<file path="src/rtl/mac_lane_acc.sv">
// mac_lane_acc
// Multi-lane multiply-accumulate unit for the PE datapath. Every lane keeps a
// stationary signed weight, multiplies it by a streamed activation and sums
// the products over a vector whose final beat is flagged with i_in_last.
// A result appears two cycles after the final beat, with a one-cycle valid
// pulse. The next vector may start in the cycle right after a last beat.
//
// Ports:
//   i_clk         clock, all state on the rising edge
//   i_reset       synchronous active-high reset
//   i_load_w      latch i_w_in into the weight registers this cycle
//   i_w_in        signed weights, lane i at [i*bw +: bw]
//   i_in_valid    activation beat valid
//   i_in_last     final beat of a vector (only meaningful with i_in_valid)
//   i_act_signed  per-beat activation mode: 0 unsigned, 1 two's complement
//   i_a_in        activations, lane i at [i*bw +: bw]
//   o_out_valid   one-cycle pulse, result outputs are valid
//   o_out_psum    signed accumulated result, lane i at [i*psum_bw +: psum_bw]
//   o_out_ovf     per-lane sticky overflow for the completed vector
//   o_out_cnt     beats in the completed vector, saturating at all-ones
module mac_lane_acc #(
   parameter int bw      = 4,
   parameter int psum_bw = 16,
   parameter int lanes   = 4,
   parameter int sat     = 0,
   parameter int cnt_bw  = 8
) (
   input  logic                       i_clk,
   input  logic                       i_reset,
   input  logic                       i_load_w,
   input  logic [lanes*bw-1:0]        i_w_in,
   input  logic                       i_in_valid,
   input  logic                       i_in_last,
   input  logic                       i_act_signed,
   input  logic [lanes*bw-1:0]        i_a_in,
   output logic                       o_out_valid,
   output logic [lanes*psum_bw-1:0]   o_out_psum,
   output logic [lanes-1:0]           o_out_ovf,
   output logic [cnt_bw-1:0]          o_out_cnt
);

   // Width of the lane product: (bw+1) x (bw+1) signed operands.
   localparam int pw = 2*bw + 2;

   logic              r_v1;
   logic              r_last1;
   logic              r_first;
   logic [cnt_bw-1:0] r_cnt;
   logic              r_outValid;
   logic [cnt_bw-1:0] r_outCnt;
   logic [cnt_bw-1:0] w_newCnt;

   // The element count restarts at 1 on the first beat of a vector and
   // otherwise increments, sticking at all-ones instead of wrapping.
   always_comb begin
      w_newCnt = r_cnt;
      if (r_first)
         w_newCnt = cnt_bw'(1);
      else if (r_cnt != {cnt_bw{1'b1}})
         w_newCnt = r_cnt + cnt_bw'(1);
   end

   // Shared control pipeline. Stage 1 carries the beat's valid and last
   // flags alongside the products; stage 2 advances the counter and decides
   // whether this beat closes the vector. Clearing r_v1 on reset is what
   // discards an in-flight beat of an interrupted vector.
   always_ff @(posedge i_clk) begin
      if (i_reset) begin
         r_v1       <= 1'b0;
         r_last1    <= 1'b0;
         r_first    <= 1'b1;
         r_cnt      <= '0;
         r_outValid <= 1'b0;
         r_outCnt   <= '0;
      end else begin
         r_v1       <= i_in_valid;
         r_last1    <= i_in_valid & i_in_last;
         r_outValid <= r_v1 & r_last1;
         if (r_v1) begin
            r_cnt   <= w_newCnt;
            r_first <= r_last1;
            if (r_last1)
               r_outCnt <= w_newCnt;
         end
      end
   end

   assign o_out_valid = r_outValid;
   assign o_out_cnt   = r_outCnt;

   for (genvar g = 0; g < lanes; g++) begin : gLane
      logic signed [bw-1:0]      r_w;
      logic signed [pw-1:0]      r_p;
      logic signed [psum_bw-1:0] r_acc;
      logic                      r_ovfAcc;
      logic signed [psum_bw-1:0] r_outPsum;
      logic                      r_outOvf;

      logic signed [bw:0]        w_aExt;
      logic signed [bw:0]        w_wExt;
      logic signed [pw-1:0]      w_prod;
      logic signed [psum_bw:0]   w_ext;
      logic signed [psum_bw:0]   w_base;
      logic signed [psum_bw:0]   w_sum;
      logic                      w_ovf;
      logic signed [psum_bw-1:0] w_newAcc;
      logic                      w_newOvf;

      // Activations gain one extra bit so that unsigned and signed beats
      // share a single signed multiplier. The sum is formed one bit wider
      // than the accumulator, so overflow shows up as disagreement between
      // its top two bits; saturation then picks the bound on the side of the
      // true sign bit.
      always_comb begin
         w_aExt   = i_act_signed ? {i_a_in[g*bw+bw-1], i_a_in[g*bw +: bw]}
                                 : {1'b0, i_a_in[g*bw +: bw]};
         w_wExt   = {r_w[bw-1], r_w};
         w_prod   = pw'(w_aExt) * pw'(w_wExt);
         w_ext    = (psum_bw+1)'(r_p);
         w_base   = r_first ? '0 : (psum_bw+1)'(r_acc);
         w_sum    = w_base + w_ext;
         w_ovf    = w_sum[psum_bw] ^ w_sum[psum_bw-1];
         w_newAcc = w_sum[psum_bw-1:0];
         if (w_ovf && (sat != 0))
            w_newAcc = w_sum[psum_bw] ? {1'b1, {(psum_bw-1){1'b0}}}
                                      : {1'b0, {(psum_bw-1){1'b1}}};
         w_newOvf = (r_first ? 1'b0 : r_ovfAcc) | w_ovf;
      end

      // Per-lane state. A weight loaded in the same cycle as a beat only
      // takes effect for the following beat, because the stage-1 product
      // reads r_w before the update lands. Accumulator and overflow flag hold
      // across bubbles since they only move when stage 1 held a valid beat.
      always_ff @(posedge i_clk) begin
         if (i_reset) begin
            r_w       <= '0;
            r_p       <= '0;
            r_acc     <= '0;
            r_ovfAcc  <= 1'b0;
            r_outPsum <= '0;
            r_outOvf  <= 1'b0;
         end else begin
            if (i_load_w)
               r_w <= i_w_in[g*bw +: bw];
            if (i_in_valid)
               r_p <= w_prod;
            if (r_v1) begin
               r_acc    <= w_newAcc;
               r_ovfAcc <= w_newOvf;
               if (r_last1) begin
                  r_outPsum <= w_newAcc;
                  r_outOvf  <= w_newOvf;
               end
            end
         end
      end

      assign o_out_psum[g*psum_bw +: psum_bw] = r_outPsum;
      assign o_out_ovf[g]                     = r_outOvf;
   end

endmodule

</file>
<file path="config.mk">
export PLATFORM = sky130hd
export DESIGN_NAME = mac_lane_acc
export DESIGN_NICKNAME = d
export VERILOG_FILES = /design/src/rtl/mac_lane_acc.sv
export SDC_FILE = /design/constraint.sdc
export NUM_CORES = 1
export LEC_CHECK = 0
export CORE_MARGIN = 1.5
export CORE_UTILIZATION = 35
export CTS_BUF_LIST = sky130_fd_sc_hd__clkbuf_4 sky130_fd_sc_hd__clkbuf_8 sky130_fd_sc_hd__clkbuf_16
export DETAILED_ROUTE_END_ITERATION = 8
export PLACE_DENSITY = 0.5
export SYNTH_ARGS = -nofsm -noshare
export SYNTH_HDL_FRONTEND = slang
export SYNTH_SLANG_ARGS = --single-unit
</file>
<file path="constraint.sdc">
create_clock -name i_clk -period 4.9 [get_ports i_clk]
set_clock_uncertainty 0.1 [all_clocks]
set_input_delay 0.98 -clock i_clk [delete_from_list [all_inputs] [get_ports i_clk]]
set_output_delay 0.98 -clock i_clk [all_outputs]
set_load 0.005 [all_outputs]
</file>
==> out/summary.md <==
The area after detailed placement was 0.0149 mm^2; the proportion of power drawn by the clock network was 45.9%. After detailed routing, the average wire length per cell comes to 15.2 um. The via count of the first global-routing pass was 9894; the largest stage delay on the critical path was 630 ps.

The largest net degree at the start of global routing is 75, and the register-to-register path setup slack is 1380 ps. The logs give 0 ps for the final setup TNS and 0 for the number of warnings printed during yosys synthesis. TritonCTS built the clock tree.

The number of endpoints with negative hold slack in the final report was 0; the count of distinct cell types in the synthesized netlist was 69. The number of synthesized register bits works out to 208. For the pin with the worst max-slew slack, the measured transition is 1090 ps. The initial utilization of the core area, before any placement, comes to 35.4%. The run gives 32000 um as the sum of routed wire length over all layers.

After clock tree synthesis, the clock-pin slew on the worst setup and hold paths is 60 ps. The placed wire-length estimate was 23400 um; the number of buffers created by CTS was 27. The core outline area was 0.0375 mm^2. STA classifies the critical path endpoint as a register. Walking the worst path, the cells encountered are clkdlybuf4s50_1 > and3_1 > inv_1 > fa_1 > fa_1 > inv_1 > ha_1 > ha_1 > a21oi_1 > o21bai_1 > a21oi_1 > xnor2_1 > mux2i_1 > nor2_1. The finished cells cover 0.0158 mm^2. The path class of the tightest hold or removal check is reg -> reg.

For this block, the initial DRC count from the detailed router was 432. Counting flops with an async set or reset pin after synthesis yields a share of 0%. At the placement stage, the worst setup path has a slack of 217 ps. The tools report the count of nets after finishing as 1780. The total of max-cap violations is 0, and the final count of pins violating max slew is 0. The required time of the critical path came out at 5200 ps. At the end of routability-driven placement, the weighted congestion stood at 0.810. In this run the power spent charging and discharging nets is 1.12 mW. The run gives 765 ps as the final worst-path setup slack.

In this run, post-CTS repair resized a total of 0 instances. The initial antenna violation count was 0. Setup repair after global routing left no endpoint under its margin.

The switching fraction of total power is 25.9%, and the top-level I/O count is 115. The clock passes through at most 3 buffers. Worst supply voltage drop on vdd: 222 uV. The count of antenna-violating nets left after detailed routing was 0.

CTS saw 208 sinks. In this run the static leakage power is 6.82 nW. The post-cts hold buffer count was 0; the fraction of final layout cells sized beyond drive strength 1 was 4.83%. The share of the Yosys chip area taken by registers is 31.4%. Measured along the y axis, the die boundary spans 198 um. The clock latency on the worst-skew pair was 550 ps; the die area was 0.0391 mm^2. The post-layout minimum cycle time was 4140 ps; the final critical-path share of the clock period was 84.4%.

Slowest library cell on the worst path: sky130_fd_sc_hd__clkdlybuf4s50_1. The first global-routing pass estimated 52600 um of wire. Yosys mapped a number of flops with a built-in enable equal to 0. Count of cell instances traversed by the critical path: 14. For this run, the detailed router's first-pass iteration total came to 5. Across all layers, the routed design uses 10400 vias. For this run the aggregate overflow at the end of global routing stands at 0. Area of the mapped netlist: 0.0133 mm^2. The average cell area after synthesis works out to 8.91 um^2. The die boundary width came out at 198 um. Setup violations remaining at the end of the flow were counted as 0.

The net count of the mapped netlist was 1695; the overall routing resource usage was 16.6%. Broken down by cell family, the worst path's largest delay share belongs to adder cells. The tools report the remaining max-slew budget at the tightest pin as 27.2%.

In the routed layout, each cell is associated on average with a via count of 4.93. The run finished with clean final reports. The largest fanout of any net on the critical path was 7; the instance count of the mapped netlist was 1488.

Cell internal power was estimated by the tool at 3.20 mW. For this run, the top clock speed supported by timing is 0.242 GHz. The number of buffer and inverter instances along the worst setup path is 3. The combinational share of power was 12.4%.

The worst register-to-register path has a depth of 13. The tree is rooted in a sky130_fd_sc_hd__clkbuf_16. The critical path class is in -> reg.

The worst hold path stage count was 2. Registers are responsible for 41.7% of the overall power. The worst path arrival time came out at 4430 ps.

The placement row count came out at 71. STA classifies the critical path startpoint as an input pin. Once the clock tree was built, the setup fixing pass inserted 0 buffers. For this run, the leading register cell type out of synthesis is sky130_fd_sc_hd__dfxtp_1. The final routed DRC violation total came out at 0.

The number of buffer cells added on primary ports works out to 114. Level count of the clock H-tree: 1. The antenna cell count was 0.

The final standard cell utilization of the core was 42.0%; the power per cell area was 274 mW/mm^2. The relative area change from synthesis to final layout is 18.8%. Hold is met by 341 ps.
-- tightest hold or removal path, delay by kind of cell, from the launching register on --
kind          cells  cell delay [ps]
flops             1              310
simple gates      2               90
-- power by group through the flow --
stage | Combinational (mW) | Clock (mW) | Sequential, mW
4_1_cts | 0.544 | 2.05 | 1.80
6_report | 0.535 | 1.98 | 1.80
3_5_place_dp | 0.540 | 0 | 1.83
5_1_grt | 0.611 | 2.12 | 1.81
3_3_place_gp | 0.534 | 0 | 1.83
2_1_floorplan | 0.397 | 0 | 1.81
-- worst paths after layout --
check                                                   from                           end
worst max-delay path                            i_act_signed  gLane[1].r_p[8]$_SDFFE_PP0P_
worst min register to register     o_out_cnt[0]$_SDFFE_PP0P_     o_out_cnt[0]$_SDFFE_PP0P_
worst min-delay path               o_out_cnt[0]$_SDFFE_PP0P_     o_out_cnt[0]$_SDFFE_PP0P_
worst max register to register  gLane[3].r_w[3]$_SDFFE_PP0P_  gLane[3].r_p[7]$_SDFFE_PP0P_
-- logic make-up after synthesis --
logic type | synth area share, %
simple gates | 17.7
mux | 6.94
fa+ha+maj | 18.7
xor+xnor | 5.35
compound gates | 15.6
buf+inv | 4.40
flops | 31.4
-- cell usage after synthesis, types with 11 or more instances --
cell type / instances / area (um^2)
sky130_fd_sc_hd__a21o_1: 30 / 225
sky130_fd_sc_hd__nor2_1: 178 / 668
sky130_fd_sc_hd__nand3_1: 31 / 155
sky130_fd_sc_hd__nand2b_1: 26 / 163
sky130_fd_sc_hd__dfxtp_1: 208 / 4160
sky130_fd_sc_hd__nor2b_1: 73 / 457
sky130_fd_sc_hd__xnor2_1: 65 / 569
sky130_fd_sc_hd__a21oi_1: 65 / 325
sky130_fd_sc_hd__and2_1: 32 / 200
sky130_fd_sc_hd__nand2_1: 90 / 338
sky130_fd_sc_hd__mux2i_1: 92 / 921
sky130_fd_sc_hd__ha_1: 121 / 1510
sky130_fd_sc_hd__clkbuf_1: 59 / 221
sky130_fd_sc_hd__o21ai_0: 45 / 225
sky130_fd_sc_hd__o22ai_1: 11 / 68.8
sky130_fd_sc_hd__fa_1: 48 / 961
sky130_fd_sc_hd__a211oi_1: 30 / 225
sky130_fd_sc_hd__a22o_1: 41 / 359
sky130_fd_sc_hd__xor2_1: 16 / 140
sky130_fd_sc_hd__inv_1: 79 / 297
sky130_fd_sc_hd__nor3_1: 11 / 55.1
-- stage by stage --
step	total power, mW	instances
2_1_floorplan	2.20	1488
3_3_place_gp	2.37	2055
3_5_place_dp	2.38	2055
4_1_cts	4.39	2104
5_1_grt	4.54	2104
6_report	4.31	2104
-- state kept, by name, indices dropped and copies added, names as in the netlist --
name and count:
gLane.r_acc 64, gLane.r_outOvf 4, gLane.r_outPsum 64, gLane.r_ovfAcc 4
gLane.r_p 36, gLane.r_w 16, o_out_cnt 8, o_out_valid 1
r_cnt 8, r_first 1, r_last1 1, r_v1 1
-- cells in the final DEF (no fill, tap or decap), types with 4 or more instances in the layout --
cell type,n
sky130_fd_sc_hd__dfxtp_1,206
sky130_fd_sc_hd__nor2_1,177
sky130_fd_sc_hd__ha_1,121
sky130_fd_sc_hd__clkdlybuf4s50_1,112
sky130_fd_sc_hd__mux2i_1,92
sky130_fd_sc_hd__nand2_1,90
sky130_fd_sc_hd__inv_1,79
sky130_fd_sc_hd__nor2b_1,73
sky130_fd_sc_hd__a21oi_1,65
sky130_fd_sc_hd__xnor2_1,65
sky130_fd_sc_hd__fa_1,48
sky130_fd_sc_hd__o21ai_0,45
sky130_fd_sc_hd__a22o_1,41
sky130_fd_sc_hd__and2_1,32
sky130_fd_sc_hd__nand3_1,31
sky130_fd_sc_hd__a21o_1,30
sky130_fd_sc_hd__a211oi_1,30
sky130_fd_sc_hd__clkbuf_16,27
sky130_fd_sc_hd__nand2b_1,26
sky130_fd_sc_hd__xor2_1,16
sky130_fd_sc_hd__buf_4,14
sky130_fd_sc_hd__o22ai_1,11
sky130_fd_sc_hd__nor3_1,11
sky130_fd_sc_hd__o21ai_1,10
sky130_fd_sc_hd__or3_1,10
sky130_fd_sc_hd__and3_1,9
sky130_fd_sc_hd__o21a_1,9
sky130_fd_sc_hd__o21bai_1,9
sky130_fd_sc_hd__clkbuf_4,8
sky130_fd_sc_hd__clkinv_2,7
sky130_fd_sc_hd__a31oi_1,6
sky130_fd_sc_hd__o211ai_1,6
sky130_fd_sc_hd__nand4_1,5
sky130_fd_sc_hd__o31ai_1,4
sky130_fd_sc_hd__o311ai_0,4
sky130_fd_sc_hd__a32oi_1,4
sky130_fd_sc_hd__nand3b_1,4
sky130_fd_sc_hd__clkbuf_8,4
-- layer usage --
layer / track usage, % / share of wire [%]
met2: 25.4 / 42
met1: 24.6 / 53
met3: 2.37 / 3.0
met4: 3.79 / 2.0
met5: 0 / 0
-- final cells by class --
class | instances | area, um^2
Clock inverter | 10 | 104
Multi-Input combinational cell | 1129 | 8530
Fill cell | 3813 | 21700
Tap cell | 511 | 639
Timing Repair Buffer | 127 | 1230
Inverter | 80 | 300
Clock buffer | 39 | 791
Sequential cell | 208 | 4170
(Power assumes the default switching activity.)
